[src/rtl/rob_pkg.sv]
// Shared types and helpers for the reorder-buffer controller.
// Tag width derivation is centralised here so the interface and RTL agree.
package rob_pkg;

    localparam int AFULL_TH_DEFAULT = 2;

    typedef enum logic [1:0] {
        ERR_NONE,
        ERR_UNALLOC,
        ERR_DUP,
        ERR_RANGE
    } err_cause_e;

    // A single-entry buffer still needs one address bit.
    function automatic int tag_width(input int n);
        return (n > 1) ? $clog2(n) : 1;
    endfunction

endpackage

[src/rtl/reorder_buff_ctrl_if.sv]
// Issue / completion / retire signal bundle for the reorder-buffer controller.
// master drives requests and completions, slave is the controller.
interface reorder_buff_ctrl_if #(
    parameter int NUM_ENTRY = 6,
    parameter int NUM_WPORT = 2
) ();
    localparam int WIDTH_TAG = rob_pkg::tag_width(NUM_ENTRY);

    logic                                 I_Clr;
    logic                                 I_Alloc;
    logic [WIDTH_TAG-1:0]                 O_AllocTag;
    logic                                 O_AllocAck;
    logic [NUM_WPORT-1:0]                 I_We;
    logic [NUM_WPORT-1:0][WIDTH_TAG-1:0]  I_WTag;
    logic [WIDTH_TAG-1:0]                 O_RAddr;
    logic                                 O_RValid;
    logic                                 I_Re;
    logic                                 O_Full;
    logic                                 O_AFull;
    logic                                 O_Empty;
    logic [WIDTH_TAG:0]                   O_Count;
    logic                                 O_Err;

    modport master (
        output I_Clr, I_Alloc, I_We, I_WTag, I_Re,
        input  O_AllocTag, O_AllocAck, O_RAddr, O_RValid,
               O_Full, O_AFull, O_Empty, O_Count, O_Err
    );

    modport slave (
        input  I_Clr, I_Alloc, I_We, I_WTag, I_Re,
        output O_AllocTag, O_AllocAck, O_RAddr, O_RValid,
               O_Full, O_AFull, O_Empty, O_Count, O_Err
    );
endinterface

[src/rtl/rob_wrap_ptr.sv]
// Modulo-N pointer: wraps explicitly from N-1 to 0, so N need not be a power of two.
// One-cycle update; clr beats inc.
module rob_wrap_ptr import rob_pkg::*; #(
    parameter int N = 6,
    parameter int W = tag_width(N)
) (
    input  logic         clk,
    input  logic         rst,
    input  logic         clr,
    input  logic         inc,
    output logic [W-1:0] ptr
);
    localparam logic [W-1:0] LAST = W'(N - 1);

    logic [W-1:0] ptr_q, ptr_d;

    always_comb begin
        ptr_d = ptr_q;
        if (clr) begin
            ptr_d = '0;
        end else if (inc) begin
            ptr_d = (ptr_q == LAST) ? '0 : ptr_q + W'(1);
        end
    end

    always_ff @(posedge clk) begin
        if (rst) begin
            ptr_q <= '0;
        end else begin
            ptr_q <= ptr_d;
        end
    end

    assign ptr = ptr_q;
endmodule

[src/rtl/reorder_buff_ctrl.sv]
// Reorder-buffer controller: in-order tag allocation, out-of-order completion, in-order retire.
// Completion to retire-ready is one cycle; allocation is refused while the registered count is full.
module reorder_buff_ctrl import rob_pkg::*; #(
    parameter int NUM_ENTRY = 6,
    parameter int NUM_WPORT = 2,
    parameter int AFULL_TH  = AFULL_TH_DEFAULT
) (
    input  logic                clock,
    input  logic                reset,
    reorder_buff_ctrl_if.slave  bus
);
    localparam int WIDTH_TAG = tag_width(NUM_ENTRY);
    localparam int CW        = WIDTH_TAG + 1;
    localparam logic [CW-1:0] DEPTH = CW'(NUM_ENTRY);

    logic [WIDTH_TAG-1:0] head, tail;
    logic [CW-1:0]        count_q, count_d;
    logic [NUM_ENTRY-1:0] alloc_q, alloc_d;
    logic [NUM_ENTRY-1:0] done_q, done_d;
    logic                 err_q, err_d;

    logic                 full, empty, alloc_ack, rvalid, retire;
    logic [CW-1:0]        free_cnt;
    logic [NUM_WPORT-1:0] wr_dup;

    rob_wrap_ptr #(.N(NUM_ENTRY), .W(WIDTH_TAG)) u_head (
        .clk(clock), .rst(reset), .clr(bus.I_Clr), .inc(retire), .ptr(head)
    );

    rob_wrap_ptr #(.N(NUM_ENTRY), .W(WIDTH_TAG)) u_tail (
        .clk(clock), .rst(reset), .clr(bus.I_Clr), .inc(alloc_ack), .ptr(tail)
    );

    always_comb begin
        full      = (count_q == DEPTH);
        empty     = (count_q == '0);
        free_cnt  = DEPTH - count_q;
        alloc_ack = bus.I_Alloc & ~full;
        rvalid    = ~empty & done_q[head];
        retire    = bus.I_Re & rvalid;
    end

    // A port is a duplicate if any lower-numbered port writes the same tag this cycle.
    always_comb begin
        wr_dup = '0;
        for (int p = 1; p < NUM_WPORT; p++) begin
            for (int q = 0; q < p; q++) begin
                if (bus.I_We[q] && bus.I_We[p] && (bus.I_WTag[q] == bus.I_WTag[p])) begin
                    wr_dup[p] = 1'b1;
                end
            end
        end
    end

    always_comb begin
        alloc_d = alloc_q;
        done_d  = done_q;
        err_d   = err_q;
        count_d = count_q;

        // Legality is judged against registered state, so a write to the retiring head is caught as already-done.
        for (int p = 0; p < NUM_WPORT; p++) begin
            if (bus.I_We[p]) begin
                if ({1'b0, bus.I_WTag[p]} >= DEPTH) begin
                    err_d = 1'b1;
                end else if (!alloc_q[bus.I_WTag[p]] || done_q[bus.I_WTag[p]] || wr_dup[p]) begin
                    err_d = 1'b1;
                end else begin
                    done_d[bus.I_WTag[p]] = 1'b1;
                end
            end
        end

        if (alloc_ack) begin
            alloc_d[tail] = 1'b1;
            done_d[tail]  = 1'b0;
        end
        if (retire) begin
            alloc_d[head] = 1'b0;
            done_d[head]  = 1'b0;
        end

        if (alloc_ack && !retire) begin
            count_d = count_q + CW'(1);
        end else if (!alloc_ack && retire) begin
            count_d = count_q - CW'(1);
        end

        if (bus.I_Clr) begin
            alloc_d = '0;
            done_d  = '0;
            err_d   = 1'b0;
            count_d = '0;
        end
    end

    always_ff @(posedge clock) begin
        if (reset) begin
            count_q <= '0;
            alloc_q <= '0;
            done_q  <= '0;
            err_q   <= 1'b0;
        end else begin
            count_q <= count_d;
            alloc_q <= alloc_d;
            done_q  <= done_d;
            err_q   <= err_d;
        end
    end

    assign bus.O_AllocTag = tail;
    assign bus.O_AllocAck = alloc_ack;
    assign bus.O_RAddr    = head;
    assign bus.O_RValid   = rvalid;
    assign bus.O_Full     = full;
    assign bus.O_AFull    = (int'(free_cnt) <= AFULL_TH);
    assign bus.O_Empty    = empty;
    assign bus.O_Count    = count_q;
    assign bus.O_Err      = err_q;
endmodule

[src/flat_wrapper.sv]
// flat-port wrapper written by rule: the top's interface ports become plain ports
module reorder_buff_ctrl_flat import rob_pkg::*;
#(
    parameter int NUM_ENTRY = 6,
    parameter int NUM_WPORT = 2,
    parameter int AFULL_TH  = AFULL_TH_DEFAULT
)
  (clock, reset, bus_I_Clr, bus_I_Alloc, bus_I_We, bus_I_WTag, bus_I_Re, bus_O_AllocTag, bus_O_AllocAck, bus_O_RAddr, bus_O_RValid, bus_O_Full, bus_O_AFull, bus_O_Empty, bus_O_Count, bus_O_Err);
  reorder_buff_ctrl_if #(.NUM_ENTRY(NUM_ENTRY), .NUM_WPORT(NUM_WPORT)) bus_i ();
  input  logic clock;
  input  logic reset;
  input wire logic [$bits(bus_i.I_Clr)-1:0] bus_I_Clr;
  input wire logic [$bits(bus_i.I_Alloc)-1:0] bus_I_Alloc;
  input wire logic [$bits(bus_i.I_We)-1:0] bus_I_We;
  input wire logic [$bits(bus_i.I_WTag)-1:0] bus_I_WTag;
  input wire logic [$bits(bus_i.I_Re)-1:0] bus_I_Re;
  output wire logic [$bits(bus_i.O_AllocTag)-1:0] bus_O_AllocTag;
  output wire logic [$bits(bus_i.O_AllocAck)-1:0] bus_O_AllocAck;
  output wire logic [$bits(bus_i.O_RAddr)-1:0] bus_O_RAddr;
  output wire logic [$bits(bus_i.O_RValid)-1:0] bus_O_RValid;
  output wire logic [$bits(bus_i.O_Full)-1:0] bus_O_Full;
  output wire logic [$bits(bus_i.O_AFull)-1:0] bus_O_AFull;
  output wire logic [$bits(bus_i.O_Empty)-1:0] bus_O_Empty;
  output wire logic [$bits(bus_i.O_Count)-1:0] bus_O_Count;
  output wire logic [$bits(bus_i.O_Err)-1:0] bus_O_Err;
  assign bus_i.I_Clr = bus_I_Clr;
  assign bus_i.I_Alloc = bus_I_Alloc;
  assign bus_i.I_We = bus_I_We;
  assign bus_i.I_WTag = bus_I_WTag;
  assign bus_i.I_Re = bus_I_Re;
  assign bus_O_AllocTag = bus_i.O_AllocTag;
  assign bus_O_AllocAck = bus_i.O_AllocAck;
  assign bus_O_RAddr = bus_i.O_RAddr;
  assign bus_O_RValid = bus_i.O_RValid;
  assign bus_O_Full = bus_i.O_Full;
  assign bus_O_AFull = bus_i.O_AFull;
  assign bus_O_Empty = bus_i.O_Empty;
  assign bus_O_Count = bus_i.O_Count;
  assign bus_O_Err = bus_i.O_Err;
  reorder_buff_ctrl #(.NUM_ENTRY(NUM_ENTRY), .NUM_WPORT(NUM_WPORT), .AFULL_TH(AFULL_TH)) u_core (.clock(clock), .reset(reset), .bus(bus_i));
endmodule
[config.mk]
export PLATFORM = sky130hd
export DESIGN_NAME = reorder_buff_ctrl_flat
export DESIGN_NICKNAME = d
export VERILOG_FILES = /design/src/rtl/rob_pkg.sv /design/src/rtl/reorder_buff_ctrl_if.sv /design/src/rtl/rob_wrap_ptr.sv /design/src/rtl/reorder_buff_ctrl.sv /design/src/flat_wrapper.sv
export SDC_FILE = /design/constraint.sdc
export NUM_CORES = 1
export LEC_CHECK = 0
export CAP_MARGIN = 40
export CORE_ASPECT_RATIO = 1.2
export CORE_MARGIN = 2
export CORE_UTILIZATION = 47
export CTS_CLUSTER_DIAMETER = 30
export DETAILED_ROUTE_END_ITERATION = 12
export GPL_TIMING_DRIVEN = 0
export PLACE_DENSITY = 0.76
export SYNTH_ARGS = -nofsm -noshare
export SYNTH_HDL_FRONTEND = slang
export SYNTH_SLANG_ARGS = --single-unit
[constraint.sdc]
create_clock -name clock -period 2.8 [get_ports clock]
set_input_delay 0.84 -clock clock [delete_from_list [all_inputs] [get_ports clock]]
set_output_delay 0.84 -clock clock [all_outputs]
set_load 0.02 [all_outputs]
==> results of run 1 <==
[timing repair]
| item | 4_1_cts | 5_1_grt |
|---|---|---|
| setup buffers | 5 | 3 |
| pin swaps | 3 | 5 |
| endpoints found under the setup margin | 4 | 3 |
| gates resized for setup | 9 | 4 |
[power by group through the flow]
stage	clock network, mW	registers, mW	logic (mW)
finish	0.157	0.341	0.134
global route	0.178	0.342	0.147
CTS	0.160	0.341	0.130
detailed placement	0	0.349	0.127
global placement	0	0.349	0.124
floorplan	0	0.353	0.0721
[cells by family after synthesis]
family | after synthesis
adders and majority gates | 7
and+or+nand+nor | 75
xor gates and xnor gates | 7
AOI/OAI and AO/OA | 41
muxes | 15
DFF | 23
buffers and inverters | 15
[final timing paths]
path                                             end  depth (start not counted)                         startpoint  slack [ns]
setup / recovery  u_core.bus.O_Count[3]$_SDFFE_PP0P_                         12  u_core.u_head.ptr[2]$_SDFFE_PP0N_        0.06
hold / removal          u_core.alloc_q[5]$_SDFF_PP0_                          2       u_core.alloc_q[5]$_SDFF_PP0_        0.48
setup reg to reg  u_core.bus.O_Count[3]$_SDFFE_PP0P_                         12  u_core.u_head.ptr[2]$_SDFFE_PP0N_        0.06
hold reg to reg         u_core.alloc_q[5]$_SDFF_PP0_                          2       u_core.alloc_q[5]$_SDFF_PP0_        0.48
[layout make-up]
cell class              count  area, sq um  share of cell area (%)
well taps                  36         45.0                    2.27
clock inverters             1         7.51                   0.378
multi-input cells         145         1070                    53.9
clock buffers               3         22.5                    1.13
repair buffers             34          320                    16.1
flip-flops and latches     23          468                    23.5
plain buffers               4         23.8                    1.20
inverters                   8         30.0                    1.51
[placed cells by master, fill, tap and decap left out, types with 3 or more instances in the layout]
cell / instances
a21oi_1: 14
buf_4: 8
clkbuf_4: 3
clkdlybuf4s50_1: 22
dfxtp_1: 19
dfxtp_2: 3
ha_1: 5
inv_1: 7
mux2_2: 3
mux2i_1: 10
nand2_1: 7
nand2b_1: 4
nand3_1: 4
nand4_1: 3
nor2_1: 19
nor2b_1: 6
nor3_1: 4
nor4b_1: 3
o21a_1: 4
o31a_1: 3
or3_1: 3
xor2_1: 5
[state kept, by name (all words and copies together) (netlist names)]
register and cells:
u_core.u_head.ptr 3, u_core.u_tail.ptr 3, u_core.bus.O_Count 4, u_core.bus.O_Err 1, u_core.alloc_q 6, u_core.done_q 6
[stage by stage]
step,TNS [ns],hold WS [ns],utilization (%),setup WS [ns]
2_1_floorplan,0,0.430,-,0.000373
3_3_place_gp,-0.865,0.451,60.9,-0.512
3_5_place_dp,-1.05,0.459,60.9,-0.577
4_1_cts,0,0.478,63.0,0.00398
5_1_grt,-0.0395,0.505,63.9,-0.0395
6_report,0,0.477,63.9,0.0582
[layer usage]
metal | up-vias | wire length [microns] | track usage [%]
met5 | - | 0 | 0
met4 | 0 | 66 | 6.85
met3 | 6 | 118 | 2.68
met2 | 33 | 2140 | 43.2
met1 | 716 | 1630 | 22.9
li1 | 739 | - | -
[worst register-to-register path: stages, from the launching register on]
cell	delay [ns]
dfxtp_4	0.36
buf_4	0.15
nor4bb_2	0.18
a311o_1	0.39
o21ai_2	0.17
ha_2	0.22
inv_2	0.06
ha_1	0.27
a21o_1	0.20
a21oi_2	0.14
xnor2_1	0.09
or3_1	0.33
a21oi_2	0.12
[cell usage after synthesis (5+ instances only)]
| cell type | count | area share [%] |
|---|---|---|
| mux2i_1 | 10 | 6.4 |
| nand2_1 | 7 | 1.7 |
| nor2b_1 | 7 | 2.8 |
| nor2_1 | 19 | 4.6 |
| dfxtp_1 | 23 | 29 |
| a21oi_1 | 16 | 5.1 |
| ha_1 | 6 | 4.8 |
| inv_1 | 8 | 1.9 |
| xor2_1 | 5 | 2.8 |
| clkbuf_1 | 5 | 1.2 |
==> run metrics, run 1 <==
status=completed; Total GRT Usage=about 21%; maximum capacitance violations=0; die height=between 60 and 70 microns; Inst Count DP=~250; Final Hold Viols=0; main combinational cell family by area after synthesis=simple AND/OR/NAND/NOR gates; Clock Path Buffers=2; combinational share of power=a little over a fifth; post-route DRC violation count=0; Buf/Inv on CP=2; Final Cycle Share=a little over nine tenths; delay of the slowest cell on the worst path=0.39 ns; Post-Synth Adder-Cell Area=a little over 6%; site row count=22; initial antenna violation count=0; syn avg cell area=between 8 and 9 sq um; Port Buffer Count=26; Syn Nets=between 200 and 250; vias in the first global route=1455; core area=slightly above 3000 sq um; Initial DRC Count=51; number of synthesized flops with an enable pin=0; Final Cell Area=~2000 sq um; Synth Instances=about 180; Crit. End Element=register; IO Count=29; die area=between 3000 and 4000 sq um; minimum clock period=2.74 ns; PwrDens=between 300 and 400 nW/um^2; PnR Total Power=about 0.63 mW; register bit total from synthesis=23; clock root buffer=clkbuf_4; DR vias/cell=5.88; Setup CP Type=register to register; Worst Tran Pin Value=between 0.5 and 0.6 ns; Clock Skews=about 0.0023 ns; Num CTS Buffers=3; crit-path cells=buf_4, nor4bb_2, a311o_1, o21ai_2, ha_2, inv_2, ha_1, a21o_1, a21oi_2, xnor2_1, or3_1, a21oi_2; Initial Util=50.3%; DRT Wirelength=between 3 and 4 mm; die width=between 50 and 60 microns; multiplexer area fraction after synthesis=11.2%; CP required=just over 3 ns; worst-path maximum fanout=9; routed vias=about 1500; NetSw=0.180 mW; Main synth FF type=dfxtp_1; Top delay family on crit path=compound AO/OA/AOI/OAI gates; Area Overhead vs Synth=27.1%; Clock H-tree levels=1; final net count=239; CTS Sinks=23; Clock Power Share=between 20% and 30%; CP max stage cell=a311o_1; Seq/Total Area, Yosys=between 20 and 30%; crit path DAT=3.00 ns; Sequential Power Share=a little over half; ratio of cells with drive above 1 in the final layout=17.0%; Yosys cell types=52; final antenna-violating net count=0; CTS tree=yes; Reg clk slew, reported paths=0.13 ns; diode count=0; Switching Share=between 20 and 30%; pin count of the biggest net entering global routing=15; XOR/XNOR Fraction of Synth Area=3.92%; placed inst area=between 1500 and 2000 sq um; final setup fails=0; Simple-Gate Fraction of Synth Area=27.7%; mapped cell area=around 1600 sq um; CTS hold repair buffers=0; gr ovfl total=0; wire per inst=between 15 and 20 microns; Critical Path Most Common Cell=a21oi_2; global-route wire length before repair=6.43 mm; Rel. slew slack=62.1%; post-synthesis compound-gate area fraction=~18%; Final HPWL DP=roughly 3 mm; Clock Latency Late Sink=roughly 0.31 ns; non-filler instance count after layout=~250; asr flop ratio synth=0%; fillers=280; peak supply drop=0.239 mV; Pre-Repair DR Iteration Count=4; CP Launch Type=register; Leakage=a little under 0.8 nW; internal power=~0.45 mW; RSZ-0062 raised after global routing=yes; Pins Over Slew Limit=0; Yosys Warn Count=0; final estimated routing congestion in global placement=slightly above 0.9; hold crit path type=register to register; Max Freq=~360 MHz
No activity file was read; power rests on OpenSTA's default activity.
==> inputs of run 2 (changes only) <==
- RECOVER_POWER: not set -> 100
==> run 2 against run 1 <==
Clock power about the same. Critical path type is now primary input to primary output. Via count unchanged. Worst setup slack worse by 0.043 ns. Clock skew unchanged.
==> run metrics, run 2 (synthesis gave the netlist of run 1 again) <==
worst-path maximum fanout=3 (-6); Num CTS Buffers=3 (unchanged); crit-path cells=dlygate4sd3_1, and2_1, dlygate4sd2_1; Switching Share=28.5% (about the same); crit path DAT=1.95 ns (-1.05 ns); hold_sp=u_core.alloc_q[5]$_SDFF_PP0_; Initial DRC Count=51 (unchanged); DRT Wirelength=3.96 mm (unchanged); Top delay family on crit path=buffers and inverters; NetSw=0.180 mW (unchanged); placed inst area=1890 sq um (unchanged); Clock Skews=0.00225 ns (unchanged); final net count=239 (unchanged); Final HPWL DP=3.03 mm (unchanged); fillers=280 (unchanged); die width=56.7 microns (unchanged); Max Freq=359 MHz (-1.6%); core area=3110 sq um (unchanged); gr ovfl total=0 (unchanged); setup TNS=0 ns (unchanged); Worst Tran Pin Value=0.563 ns (unchanged); CP required=1.96 ns (-1.09 ns); post-route DRC violation count=0 (unchanged); combinational share of power=21.1% (about the same); wire per inst=15.6 microns (unchanged); Reg clk slew, reported paths=0.13 ns (about the same); CTS tree=yes; Worst Slack Setup Final=0.0147 ns (-0.0435 ns); diode count=0 (unchanged); Final Cycle Share=99.5% (+1.6 points); worst flop-to-flop path startpoint=u_core.u_head.ptr[2]$_SDFFE_PP0N_; Pre-Repair DR Iteration Count=4 (unchanged); most frequent cells in the layout=20 x clkdlybuf4s50_1, 19 x nor2_1, 19 x dfxtp_1; Final Cell Area=1990 sq um (unchanged); vias in the first global route=1455 (unchanged); internal power=0.451 mW (-0.13%); Initial Util=50.3% (unchanged); final setup fails=0 (unchanged); initial antenna violation count=0 (unchanged); pin count of the biggest net entering global routing=15 (unchanged); Final Hold Viols=0 (unchanged); site row count=22 (unchanged); final estimated routing congestion in global placement=0.906 (unchanged); Clock Power Share=24.9% (about the same); Sequential Power Share=54.0% (about the same); Area Overhead vs Synth=27.1% (unchanged); final antenna-violating net count=0 (unchanged); end of the worst register-to-register path=u_core.bus.O_Count[3]$_SDFFE_PP0P_; Hold Path Sink=u_core.alloc_q[5]$_SDFF_PP0_; IO Count=29 (unchanged); global-route wire length before repair=6.43 mm (unchanged); Inst Count DP=245 (unchanged); maximum capacitance violations=0 (unchanged); DR vias/cell=5.88 (unchanged); minimum clock period=2.79 ns (+0.0435 ns); most common cell after layout, fill and taps aside=clkdlybuf4s50_1; Rel. slew slack=62.1% (unchanged); routed vias=1494 (unchanged); die area=3810 sq um (unchanged); non-filler instance count after layout=254 (unchanged); CTS Sinks=23 (unchanged); Clock Latency Late Sink=0.31 ns (about the same); ratio of cells with drive above 1 in the final layout=17.0% (unchanged); Leakage=0.772 nW (about the same); Total GRT Usage=21.5% (unchanged); delay of the slowest cell on the worst path=0.56 ns (+0.17 ns); Crit. End Element=primary output; Pins Over Slew Limit=0 (unchanged); setup slack, reg-to-reg=0.06 ns (about the same); Setup CP Type=primary input to primary output; CP max stage cell=dlygate4sd3_1; Buf/Inv on CP=2 (unchanged); hold crit path type=register to register; die height=67.2 microns (unchanged); Clock H-tree levels=1 (unchanged); Reg2Reg Depth=12 (unchanged); status=completed; CP Launch Type=primary input; RSZ-0062 raised after global routing=yes; clock root buffer=clkbuf_4; Port Buffer Count=26 (unchanged); pre-CTS setup slack=-0.577 ns (unchanged); Clock Path Buffers=2 (unchanged); peak supply drop=0.239 mV (about the same); PwrDens=318 nW/um^2 (about the same); hold path depth=2 (unchanged)
==> run 2: cell types whose count changed in the layout (fill, tap and decap cells not counted) <==
cell / delta
clkdlybuf4s50_1: -2
dlygate4sd3_1: +2
==> run 2: stage by stage <==
step | power (mW) | util (%) | hold slack, ns
global route | 0.667 | 63.9 | 0.505
floorplan | 0.425 | - | 0.430
detailed placement | 0.477 | 60.9 | 0.459
CTS | 0.631 | 63.0 | 0.478
global placement | 0.473 | 60.9 | 0.451
finish | 0.631 | 63.9 | 0.477
==> run 2: area by class of cell <==
type                            instances  area [sq um]  area share [%]
Multi-Input combinational cell        145          1070            53.9
Sequential cell                        23           468            23.5
Timing Repair Buffer                   34           320            16.1
Tap cell                               36          45.0            2.27
Inverter                                8          30.0            1.51
Buffer                                  4          23.8            1.20
Clock buffer                            3          22.5            1.13
Clock inverter                          1          7.51           0.378
==> run 2: how the worst max path moves through the flow <==
stage,from,depth (start not counted),end,slack (ns)
final,bus_I_Alloc,3,bus_O_AllocAck,0.01
after global routing,u_core.u_head.ptr[2]$_SDFFE_PP0N_,12,u_core.bus.O_Count[3]$_SDFFE_PP0P_,-0.04
after CTS,u_core.u_head.ptr[0]$_SDFFE_PP0N_,12,u_core.bus.O_Count[3]$_SDFFE_PP0P_,0.004
after detailed placement,bus_I_Re,11,u_core.bus.O_Count[3]$_SDFFE_PP0P_,-0.58
after global placement,bus_I_Re,11,u_core.bus.O_Count[3]$_SDFFE_PP0P_,-0.51
after floorplan,u_core.bus.O_Count[0]$_SDFFE_PP0P_,13,u_core.bus.O_Count[3]$_SDFFE_PP0P_,0.0004
==> run 2: worst register-to-register path, stage by stage (launching register included) <==
cell and delay [ns]:
dfxtp_4 0.36, buf_4 0.15, nor4bb_2 0.18, a311o_1 0.39, o21ai_2 0.17, ha_2 0.22, inv_2 0.06, ha_1 0.27
a21o_1 0.20, a21oi_2 0.14, xnor2_1 0.09, or3_1 0.33, a21oi_2 0.12
==> run 2: routing by layer <==
metal | share of wire (%) | vias up | global-route usage (%)
met5 | 0 | - | 0
li1 | - | 739 | -
met4 | 1.7 | 0 | 6.85
met3 | 3.0 | 6 | 2.68
met2 | 54 | 33 | 43.2
met1 | 41 | 716 | 22.9
==> run 2: power groups by stage <==
stage / Sequential (mW) / Combinational (mW) / Clock, mW
after global routing: 0.342 / 0.146 / 0.178
after global placement: 0.349 / 0.124 / 0
final: 0.341 / 0.133 / 0.157
after detailed placement: 0.349 / 0.127 / 0
after floorplan: 0.353 / 0.0721 / 0
after CTS: 0.341 / 0.130 / 0.160
==> run 2: repair_timing <==
item / in CTS / in global routing
setup buffers: 5 / 3
setup endpoints to repair: 4 / 3
gates resized for setup: 9 / 4
pin swaps: 3 / 5
hold buffers: 0 / 0
==> inputs of run 3 (changes only) <==
- SKIP_LAST_GASP: not set -> 1
==> run 3 against run 2 <==
Die area stayed put. Clock power hardly changed. Largest power group unchanged. Sequential share of layout area hardly changed. Worst hold slack better by 0.0030 ns. Sequential power hardly changed. Core utilization is 0.12 points lower. Critical path depth is 7 higher. Non-clock buffer count stayed put. Worst setup slack worse by 0.0016 ns. First-iteration DRC count is 29% higher.
==> run metrics, run 3 (synthesis gave the netlist of run 1 again) <==
Final Hold Viols=0 (unchanged); CP Launch Type=primary input; Setup CP Type=primary input to register; end of the worst register-to-register path=u_core.bus.O_Count[3]$_SDFFE_PP0P_; die height=67.2 microns (unchanged); Initial Util=50.3% (unchanged); die area=3810 sq um (unchanged); Clock H-tree levels=1 (unchanged); Top delay family on crit path=buffers and inverters; initial antenna violation count=0 (unchanged); fillers=279 (-0.36%); crit path DAT=3.04 ns (+1.09 ns); Final HPWL DP=3.03 mm (unchanged); PwrDens=318 nW/um^2 (+0.20%); global-route wire length before repair=6.43 mm (unchanged); delay of the slowest cell on the worst path=0.56 ns (about the same); CP required=3.05 ns (+1.09 ns); maximum capacitance violations=0 (unchanged); minimum clock period=2.79 ns (+0.00159 ns); RSZ-0062 raised after global routing=yes; routed vias=1504 (+0.67%); Reg clk slew, reported paths=0.13 ns (about the same); placed inst area=1890 sq um (unchanged); Clock Skews=0.00183 ns (-0.000417 ns); Crit path depth=10 (+7); Pins Over Slew Limit=0 (unchanged); Leakage=0.772 nW (about the same); wire per inst=15.5 microns (-0.25%); Final Cycle Share=99.5% (about the same); pin count of the biggest net entering global routing=15 (unchanged); diode count=0 (unchanged); clock root buffer=clkbuf_4; CTS tree=yes; status=completed; Clock Latency Late Sink=0.31 ns (about the same); Num CTS Buffers=3 (unchanged); setup slack, reg-to-reg=0.04 ns (-0.02 ns); CP max stage cell=dlygate4sd3_1; end of the critical path=u_core.bus.O_Count[3]$_SDFFE_PP0P_; IO Count=29 (unchanged); DRT Wirelength=3.95 mm (-0.25%); Final Cell Area=1980 sq um (-0.19%); die width=56.7 microns (unchanged); post-route DRC violation count=0 (unchanged); most common cell after layout, fill and taps aside=clkdlybuf4s50_1; Max Freq=359 MHz (about the same); Area Overhead vs Synth=26.9%; core area=3110 sq um (unchanged); crit-path cells=dlygate4sd3_1, and2_1, ha_2, inv_2, ha_1, a21o_1, a21oi_2, xnor2_1, or3_1, a21oi_1; Clock Path Buffers=2 (unchanged); Critical Path Start=bus_I_Alloc; gr ovfl total=0 (unchanged); worst flop-to-flop path startpoint=u_core.u_head.ptr[2]$_SDFFE_PP0N_; final setup fails=0 (unchanged); site row count=22 (unchanged); Worst Tran Pin Value=0.564 ns (+0.00137 ns); setup TNS=0 ns (unchanged); final antenna-violating net count=0 (unchanged); Reg2Reg Depth=12 (unchanged); Total GRT Usage=21.5% (unchanged); worst-path maximum fanout=3 (unchanged); hold crit path type=register to register; final estimated routing congestion in global placement=0.906 (unchanged); Port Buffer Count=26 (unchanged); final net count=239 (unchanged); hold slack=0.480 ns (+0.00301 ns); Initial DRC Count=66 (+29%); Crit. End Element=register; ratio of cells with drive above 1 in the final layout=16.5% (-0.46 points); Buf/Inv on CP=2 (unchanged); peak supply drop=0.239 mV (-0.10%); Pre-Repair DR Iteration Count=4 (unchanged); Rel. slew slack=62.0% (-0.092 points); most frequent cells in the layout=20 x clkdlybuf4s50_1, 19 x nor2_1, 19 x dfxtp_1; DR vias/cell=5.92 (+0.67%); CTS hold repair buffers=0 (unchanged); CTS Sinks=23 (unchanged); vias in the first global route=1455 (unchanged)
==> run 3: cell counts in the layout (fill, tap and decap cells not counted) <==
No cell type changed its count.
==> run 3: per-layer routing <==
layer / global-route usage, % / vias to the layer above / part of all wire, %
li1: - / 743 / -
met1: 22.9 / 716 / 41
met2: 43.2 / 39 / 53
met3: 2.68 / 6 / 3.7
met4: 6.85 / 0 / 1.6
met5: 0 / - / 0
==> run 3: layout make-up <==
class	count	area (sq um)	share of cell area [%]
clock buffer	3	22.5	1.13
tap	36	45.0	2.27
clock inverter	1	7.51	0.378
multi-input combinational	145	1070	53.8
buffer	4	23.8	1.20
sequential	23	468	23.6
timing repair buffer	34	320	16.1
inverter	8	30.0	1.51
==> run 3: what timing repair did <==
item                                    in CTS  in global routing
endpoints found under the setup margin       4                  3
pin swaps                                    3                  2
hold endpoints to repair                     0                  0
buffers inserted                             5                  3
resized for setup                            9                  3
==> run 3: metrics by stage <==
stage / instances / setup WS [ns] / power, mW / utilization, %
final: 254 / 0.0131 / 0.631 / 63.8
after global routing: 254 / -0.0790 / 0.666 / 63.8
after CTS: 252 / 0.00398 / 0.631 / 63.0
after detailed placement: 245 / -0.577 / 0.477 / 60.9
after global placement: 245 / -0.512 / 0.473 / 60.9
after floorplan: 183 / 0.000373 / 0.425 / -
==> run 3: where the power goes <==
part           leakage [nW]  switching (mW)  total [mW]  internal (mW)
combinational         0.569          0.0681       0.133         0.0645
clock                0.0139           0.104       0.158         0.0543
sequential            0.188         0.00860       0.341          0.332
==> run 3: worst min path at each step <==
stage / start / end / depth (start not counted)
floorplan: u_core.alloc_q[5]$_SDFF_PP0_ / u_core.alloc_q[5]$_SDFF_PP0_ / 2
global placement: u_core.alloc_q[1]$_SDFF_PP0_ / u_core.alloc_q[1]$_SDFF_PP0_ / 2
detailed placement: u_core.alloc_q[5]$_SDFF_PP0_ / u_core.alloc_q[5]$_SDFF_PP0_ / 2
CTS: u_core.alloc_q[5]$_SDFF_PP0_ / u_core.alloc_q[5]$_SDFF_PP0_ / 2
global route: u_core.alloc_q[5]$_SDFF_PP0_ / u_core.alloc_q[5]$_SDFF_PP0_ / 2
finish: u_core.alloc_q[5]$_SDFF_PP0_ / u_core.alloc_q[5]$_SDFF_PP0_ / 2
==> run 3: worst register-to-register path: stages (launching register included) <==
cell	delay, ns
dfxtp_4	0.37
buf_4	0.15
nor4bb_2	0.18
a311o_1	0.39
o21ai_2	0.17
ha_2	0.22
inv_2	0.06
ha_1	0.27
a21o_1	0.20
a21oi_2	0.16
xnor2_1	0.09
or3_1	0.31
a21oi_1	0.14
